<file path="config.mk">
export PLATFORM = sky130hd
export DESIGN_NAME = seq_alu_exec
export DESIGN_NICKNAME = d
export VERILOG_FILES = /design/src/rtl/seq_alu_exec.sv
export SDC_FILE = /design/constraint.sdc
export NUM_CORES = 1
export LEC_CHECK = 0
export ABC_AREA = 1
export ABC_CLOCK_PERIOD_IN_PS = 1690
export BUFFER_PORTS_ARGS = -buffer_cell sky130_fd_sc_hd__buf_2
export CORE_MARGIN = 3
export CORE_UTILIZATION = 30
export CTS_CLUSTER_DIAMETER = 50
export DETAILED_ROUTE_END_ITERATION = 7
export PLACE_DENSITY = 0.51
export SLEW_MARGIN = 20
export SYNTH_ARGS = -nofsm -noshare
export SYNTH_HDL_FRONTEND = slang
export SYNTH_SLANG_ARGS = --single-unit
</file>
<file path="constraint.sdc">
create_clock -name clk -period 1.69 [get_ports clk]
set_input_delay 0.169 -clock clk [delete_from_list [all_inputs] [get_ports clk]]
set_output_delay 0.169 -clock clk [all_outputs]
set_load 0.01 [all_outputs]
</file>
<file path="src/rtl/seq_alu_exec.sv">
// seq_alu_exec: multi-cycle ALU. Logic and arithmetic codes finish in one cycle.
// Shift codes move one bit per cycle under a down-counter. The result is held
// under a valid/ready handshake.
module seq_alu_exec #(
  parameter int WIDTH = 32
) (
  input  logic             clk,
  input  logic             rst_n,
  input  logic             flush,
  input  logic             in_valid,
  output logic             in_ready,
  input  logic [3:0]       aluop,
  input  logic [WIDTH-1:0] op_a,
  input  logic [WIDTH-1:0] op_b,
  output logic             out_valid,
  input  logic             out_ready,
  output logic [WIDTH-1:0] result,
  output logic             zero
);

  localparam int SW = $clog2(WIDTH);

  localparam logic [3:0] OP_AND  = 4'b0000;
  localparam logic [3:0] OP_OR   = 4'b0001;
  localparam logic [3:0] OP_SUM  = 4'b0010;
  localparam logic [3:0] OP_EQ   = 4'b0011;
  localparam logic [3:0] OP_SLL  = 4'b0100;
  localparam logic [3:0] OP_SRL  = 4'b0101;
  localparam logic [3:0] OP_SRA  = 4'b0111;
  localparam logic [3:0] OP_XOR  = 4'b1000;
  localparam logic [3:0] OP_SUB  = 4'b1010;
  localparam logic [3:0] OP_GE   = 4'b1100;
  localparam logic [3:0] OP_GEU  = 4'b1101;
  localparam logic [3:0] OP_SLT  = 4'b1110;
  localparam logic [3:0] OP_SLTU = 4'b1111;

  typedef enum logic [1:0] {IDLE, SHIFT, DONE} state_t;

  state_t           state_q, state_d;
  logic [WIDTH-1:0] result_q, result_d;
  logic [SW-1:0]    cnt_q, cnt_d;
  logic [3:0]       op_q, op_d;

  logic [WIDTH-1:0] alu_res;
  logic [WIDTH-1:0] shift_res;
  logic [SW-1:0]    shamt;
  logic             is_shift;
  logic             eq_bit;
  logic             lt_s;
  logic             lt_u;

  assign shamt    = op_b[SW-1:0];
  assign is_shift = (aluop == OP_SLL) || (aluop == OP_SRL) || (aluop == OP_SRA);
  assign eq_bit   = (op_a == op_b);
  assign lt_s     = ($signed(op_a) < $signed(op_b));
  assign lt_u     = (op_a < op_b);

  // Single-cycle result for every code; a shift by zero simply passes op_a through.
  always_comb begin
    alu_res = '0;
    case (aluop)
      OP_AND:                 alu_res = op_a & op_b;
      OP_OR:                  alu_res = op_a | op_b;
      OP_SUM:                 alu_res = op_a + op_b;
      OP_EQ:                  alu_res = {{(WIDTH-1){1'b0}}, eq_bit};
      OP_SLL, OP_SRL, OP_SRA: alu_res = op_a;
      OP_XOR:                 alu_res = op_a ^ op_b;
      OP_SUB:                 alu_res = op_a - op_b;
      OP_GE:                  alu_res = {{(WIDTH-1){1'b0}}, ~lt_s};
      OP_GEU:                 alu_res = {{(WIDTH-1){1'b0}}, ~lt_u};
      OP_SLT:                 alu_res = {{(WIDTH-1){1'b0}}, lt_s};
      OP_SLTU:                alu_res = {{(WIDTH-1){1'b0}}, lt_u};
      default:                alu_res = '0;
    endcase
  end

  // One-bit step of the captured shift operation applied to the working register.
  always_comb begin
    shift_res = result_q;
    case (op_q)
      OP_SLL:  shift_res = {result_q[WIDTH-2:0], 1'b0};
      OP_SRL:  shift_res = {1'b0, result_q[WIDTH-1:1]};
      default: shift_res = {result_q[WIDTH-1], result_q[WIDTH-1:1]};
    endcase
  end

  // Next-state logic: flush wins over everything, then accept/shift/handshake.
  always_comb begin
    state_d  = state_q;
    result_d = result_q;
    cnt_d    = cnt_q;
    op_d     = op_q;
    if (flush) begin
      state_d = IDLE;
      cnt_d   = '0;
    end else begin
      case (state_q)
        IDLE: begin
          if (in_valid) begin
            op_d = aluop;
            if (is_shift && (shamt != '0)) begin
              result_d = op_a;
              cnt_d    = shamt;
              state_d  = SHIFT;
            end else begin
              result_d = alu_res;
              state_d  = DONE;
            end
          end
        end
        SHIFT: begin
          result_d = shift_res;
          cnt_d    = cnt_q - SW'(1);
          if (cnt_q == SW'(1)) state_d = DONE;
        end
        DONE: begin
          if (out_ready) state_d = IDLE;
        end
        default: state_d = IDLE;
      endcase
    end
  end

  // State registers with asynchronous active-low reset.
  always_ff @(posedge clk or negedge rst_n) begin
    if (!rst_n) begin
      state_q  <= IDLE;
      result_q <= '0;
      cnt_q    <= '0;
      op_q     <= '0;
    end else begin
      state_q  <= state_d;
      result_q <= result_d;
      cnt_q    <= cnt_d;
      op_q     <= op_d;
    end
  end

  assign in_ready  = (state_q == IDLE);
  assign out_valid = (state_q == DONE);
  assign result    = result_q;
  assign zero      = ~|result_q;

endmodule
</file>
==> metrics.cfg, run 1 <==
[die]
die_area_um2=32300
core_area_um2=29200
die_h_um=180
die_x_um=180
io_pins=108
num_rows=62
initial_core_util=0.310

[final_layout]
finalNonFillerCells=2376
final_util=0.501
design_area_um2=14600
fin_nets=2167
area_delta_synth_final_pct=61.6
drive_gt1_frac=0.448
num-fill-cells=3108
diodes=0

[worst_setup_path]
slowest_delay_ps=340
worst-setup-path-type=in2reg
slowest_stage=fa_2
endpoint_kind=flip-flop
worst-path-max-fanout=4
cp.arrival_ps=2100
required_ps=1870
crit_chain=buf_8, inv_6, ha_4, inv_4, fa_2, nand2_2, nand2_2, nand3_2, nand2_2, buf_6, a21o_4, or2_0, nand3_1, nand3_2, a21oi_2, o21ai_1
cp_common_cell=nand2_2
critPathLaunchType=input port

[clocking]
cts.sinks=43
insertion_delay_ps=290
cts_tree=yes
cts.path.max_buffers=2
cts-buffers-inserted=5
cts_root_buf=clkbuf_16
h-tree-depth=2
clk_pin_slew_worst_paths_ps=60

[sta]
holdWs_ps=172
rsz0062_at_grt=true
slew_viol_final=0
finClkSkew_ps=5.57
hold_viol=0
period_needed_ps=1920
max_freq_mhz=521
setup_tns_ps=-1900
worst_slew_pin_slew_ps=849
setup_viol=22
period_share=1.14
finalWorstSetupSlack_ps=-230
max_slew_margin=0.434

[routing]
ant_nets=0
route.vias.total=11826
via_per_inst=4.98
drc=0
wl_um=39800
drtPass1Iterations=5
wl_per_cell_um=16.7
drt-initial-drc-count=858

[logic_synthesis]
synth_edf_count=0
synth_cell_type_count=52
synth_seq_area_share=0.119
yosys_warnings=0
synth.cell_area_um2=9040
synthArstFlopShare=1.00
synth_nets=1747
synthCells=1571
synth-seq-cells=43
synth_ff_type=dfrtp_1
avgSynthCellArea_um2=5.75

[min_path]
hp-class=in2reg

[global_routing]
antenna_found_initial=0
gr-total-overflow=0
grt_pass1_vias=11264
grt_pass1_wl_um=60900
grt_use_total=0.233
grt_max_degree=44

[place]
postPlaceCellArea_um2=12300
globalplace.congestion=0.992
dp_hpwl_um=32100
place_inst=2329
port-buffer-count=107
dp_slack_ps=-729

[pwr]
p_total_mw=8.64
ir_drop_uv=443
powerDensity_nw_per_um2=592
p_leak_nw=7.47

[outcome]
failed_checks=negative setup slack
outcome=complete, but fails checks

[flow_run]
drv_cap=0

## path summary, 6_finish.rpt
path | startpoint | endpoint | slack (ps) | cells past startpoint
setup / recovery | op_a[0] | result[10] | -230 | 16
hold / removal | flush | state_q[1] | 170 | 2
setup reg to reg | state_q[1] | result[26] | 60 | 9
hold reg to reg | op_q[2] | op_q[2] | 490 | 2
max in group asynchronous | rst_n | result[11] | 780 | 3
min in group asynchronous | rst_n | cnt_q[4] | 490 | 3
## final cells by class
class / count / area (um^2) / share of cell area
inverters: 283 / 1100 / 0.0751
multi-input cells: 1187 / 8140 / 0.557
well taps: 384 / 480 / 0.0329
flip-flops and latches: 43 / 1080 / 0.0739
repair buffers: 471 / 3650 / 0.250
clock buffers: 8 / 156 / 0.0107
## Yosys cell counts (all sizes together) (2+ instances only)
cell,count,area (um^2)
nand2,422,1650
clkbuf,9,33.8
and2,4,27.5
o211ai,8,60.1
dfrtp,43,1080
nor2,187,759
a211oi,2,15.0
ha,101,1260
o22ai,17,106
o31ai,2,15.0
o21ai,101,505
nor3,9,50.1
o221ai,5,43.8
nand3b,5,37.5
a22oi,3,27.5
or2,7,43.8
o21bai,11,82.6
a221oi,21,184
inv,283,1060
nor4,11,68.8
a21oi,101,554
fa,2,40.0
a31oi,13,81.3
o21a,2,15.0
o2111ai,5,43.8
xor2,2,17.5
nand4,12,75.1
nand3,128,671
buf,49,378
## routing by layer
| metal | wire (um) | global-route usage | vias to the layer above | share of wire |
|---|---|---|---|---|
| met2 | 18300 | 0.376 | 379 | 0.46 |
| met1 | 18500 | 0.337 | 5523 | 0.47 |
| li1 | - | - | 5885 | - |
| met5 | 0 | 0 | - | 0 |
| met4 | 519 | 0.0374 | 0 | 0.013 |
| met3 | 2470 | 0.0291 | 39 | 0.062 |
## flip-flops by register name, summed over array words and instances (netlist names)
signal and count:
result 32, cnt_q 5, op_q 4, state_q 2
## cell families (layout without fill, tap and decap cells)
kind of cell	Yosys count	in the layout	share of synthesized area
compound gates	296	296	0.197
xor+xnor	2	2	0.00194
fa+ha+maj	103	103	0.144
buf+inv	341	762	0.163
flops	43	43	0.119
mux	1	1	0.00111
simple gates	785	785	0.374
## worst max-delay path, delay by kind of cell
family	cells	cell delay [ps]
AO/OA/AOI/OAI	3	430
adder cells (fa/ha/maj)	2	470
buffers and inverters	4	300
AND/OR/NAND/NOR	7	710
## repair_timing
item / in CTS / in global routing
endpoints found under the hold margin: 43 / 0
hold buffers: 1 / 0
pin swaps: 63 / 117
resized for setup: 248 / 257
setup buffers: 19 / 19
gates cloned: 0 / 1
setup endpoints to repair: 30 / 40
## power breakdown
group          internal (mW)  switching (mW)
Clock                  0.630           0.409
Sequential              1.40           0.531
Combinational           2.53            3.14
Total                   4.56            4.08
## placed cells by master (no fill, tap or decap), types with 17 or more instances in the layout
master,synthesis,routed
dfrtp_1,43,40
o21ai_1,15,21
nor2_2,17,38
inv_1,271,215
nand3_2,6,36
buf_4,12,319
nor2_1,168,131
a21oi_2,10,36
buf_2,17,91
nand2_1,398,307
a21oi_1,90,53
o22ai_1,17,17
a221oi_1,21,21
ha_1,101,51
o21ai_0,86,71
nand2_2,23,84
nor2_4,2,18
nand2_4,1,29
inv_2,12,57
ha_4,0,36
nand3_1,122,88
buf_6,17,46
(Power assumes the default switching activity.)
==> run 2: changes to the inputs <==
- ABC_AREA: 1 -> not set
==> run 2 against run 1 <==
Effect of this change: highest routed layer unchanged; flip-flop and latch count is the same; the run still ends with negative setup slack left; fmax shrank 26%; critical endpoint is now result[13]; worst hold slack gained 19 ps; cell area shrank 6.6%; die area shrank 13%.
==> metrics.cfg, run 2 <==
[outcome]
outcome=complete, but fails checks
failed_checks=negative setup slack

[die]
die_h_um=168
core_area_um2=25400
initial_core_util=0.309
num_rows=58
die_area_um2=28100
io_pins=108
die_x_um=168

[final_layout]
diodes=0
final_common_cell=buf_4
final_cell_mix=buf_4 (374), nor2_1 (103), nand2_1 (94)
num-fill-cells=2394
area_delta_synth_final_pct=73.9
fin_nets=1744
largest_reg_flops=32
drive_gt1_frac=0.497
final_util=0.537
design_area_um2=13600

[logic_synthesis]
synth_top_area_cell=ha_1
synth_seq_area_share=0.137
synth_cell_type_count=85
synth-seq-cells=43
synth.cell_area_um2=7840
synthArstFlopShare=1.00
yosysMostFrequentCell=nor2_1
synthCells=1116
avgSynthCellArea_um2=7.03
yosys_warnings=0
synth_top_cell_area_share=0.161
synth_commonest_cells=nor2_1 (118), nand2_1 (103), ha_1 (101), a21oi_1 (99), inv_1 (94)
synth_edf_count=0
synth_ff_type=dfrtp_1
synth_nets=1292
synth.area.top_cells=ha_1 (16%), dfrtp_1 (14%), a21oi_1 (6.3%)

[global_routing]
grt_pass1_wl_um=55800
antenna_found_initial=0
grt_pass1_vias=10014
grt_max_degree=44
grt_use_total=0.243
gr-total-overflow=0

[routing]
drtPass1Iterations=5
via_per_inst=5.45
drt-initial-drc-count=996
ant_nets=0
drc=0
wl_per_cell_um=18.8
wl_um=35700
route.vias.total=10355

[pwr]
clkPwrFrac=0.167
power.internal_mw=4.49
p_sw_frac=0.422
seqPwrFrac=0.205
ir_drop_uv=758
powerDensity_nw_per_um2=569
pwr-share-comb=0.629
p_total_mw=7.76
p_sw_mw=3.27
p_leak_nw=6.25

[worst_setup_path]
setup.worst_path.start=op_b[1]
worst-setup-path-type=in2reg
critPathLaunchType=input port
cp.arrival_ps=2760
r2r_start=state_q[0]
required_ps=1870
ff2ff_setup_slack_ps=-430
endpoint_kind=flip-flop
worst-path-max-fanout=3
r2r_cells=6
reg2reg_to=result[18]

[sta]
worst_slew_pin_slew_ps=758
finalWorstSetupSlack_ps=-895
max_slew_margin=0.490
holdWs_ps=191
setup_viol=28
finClkSkew_ps=7.92
slew_viol_final=0
hold_viol=0
max_freq_mhz=387
rsz0062_at_grt=true
period_share=1.53
period_needed_ps=2580

[min_path]
hold_depth=3
min-delay-start=flush
min_to=cnt_q[3]
hp-class=in2reg

[clocking]
insertion_delay_ps=290
cts-buffers-inserted=5
cts_root_buf=clkbuf_16
cts_tree=yes
cts.sinks=43
h-tree-depth=2
cts.path.max_buffers=2
clk_pin_slew_worst_paths_ps=70

[place]
dp_hpwl_um=27600
postPlaceCellArea_um2=11700
globalplace.congestion=1.00
port-buffer-count=107

[flow_run]
drv_cap=0

## run 2: worst max path at each step
stage | endpoint | cells after the start
after global routing | result[13] | 14
after global placement | result[24] | 16
after detailed placement | result[24] | 14
after CTS | result[26] | 13
final | result[13] | 14
after floorplan | result[18] | 14
## run 2: cells by family (layout without fill, tap and decap cells)
kind of cell | Yosys count | in the layout | share of synthesized area
buffers and inverters | 170 | 622 | 0.0910
AOI/OAI and AO/OA | 410 | 410 | 0.349
DFF | 43 | 43 | 0.137
xor gates and xnor gates | 17 | 17 | 0.0190
adders and majority gates | 103 | 103 | 0.166
and+or+nand+nor | 359 | 360 | 0.218
muxes | 14 | 14 | 0.0191
## run 2: stage by stage
step | TNS (ps) | cells | setup WS (ps)
floorplan | -14890 | 1116 | -888
global placement | -32200 | 1848 | -1360
detailed placement | -32770 | 1848 | -1360
CTS | -16500 | 1887 | -865
global route | -20750 | 1899 | -960
finish | -17870 | 1899 | -895
## run 2: worst max-delay path: stages
cell        delay (ps)
buf_8               80
clkinvlp_4         100
ha_4               300
buf_6              110
nor2_4              30
o311a_4            320
o211a_4            290
nor2_4             100
o21a_1             160
o21bai_1           100
a2111o_1           400
mux2_4             280
a221oi_2           250
nor2_1              60
## run 2: layout make-up
type	count	area, um^2	area share
Multi-Input combinational cell	904	7480	0.549
Timing Repair Buffer	519	4030	0.296
Sequential cell	43	1090	0.0796
Tap cell	330	413	0.0303
Clock inverter	2	60.1	0.00440
Inverter	95	435	0.0319
Clock buffer	6	129	0.00945
## run 2: power groups by stage
| stage | Sequential, mW | Combinational [mW] | Clock (mW) |
|---|---|---|---|
| final | 1.59 | 4.88 | 1.29 |
| after global routing | 1.62 | 5.25 | 1.34 |
| after CTS | 1.53 | 4.48 | 1.30 |
| after detailed placement | 1.54 | 4.00 | 0 |
| after global placement | 1.54 | 3.97 | 0 |
| after floorplan | 1.54 | 2.01 | 0 |
## run 2: metal layers
metal / global-route usage / share of wire / vias to the layer above
met2: 0.370 / 0.43 / 429
met5: 0 / 0 / -
met3: 0.0347 / 0.078 / 48
li1: - / - / 4963
met1: 0.366 / 0.48 / 4915
met4: 0.0438 / 0.016 / 0
## run 2: timing repair
item,in CTS,in global routing
setup buffers,37,16
hold endpoints to repair,43,0
pin swaps,114,88
hold buffers,1,0
resized for setup,212,117
cloned,0,2
endpoints found under the setup margin,36,38
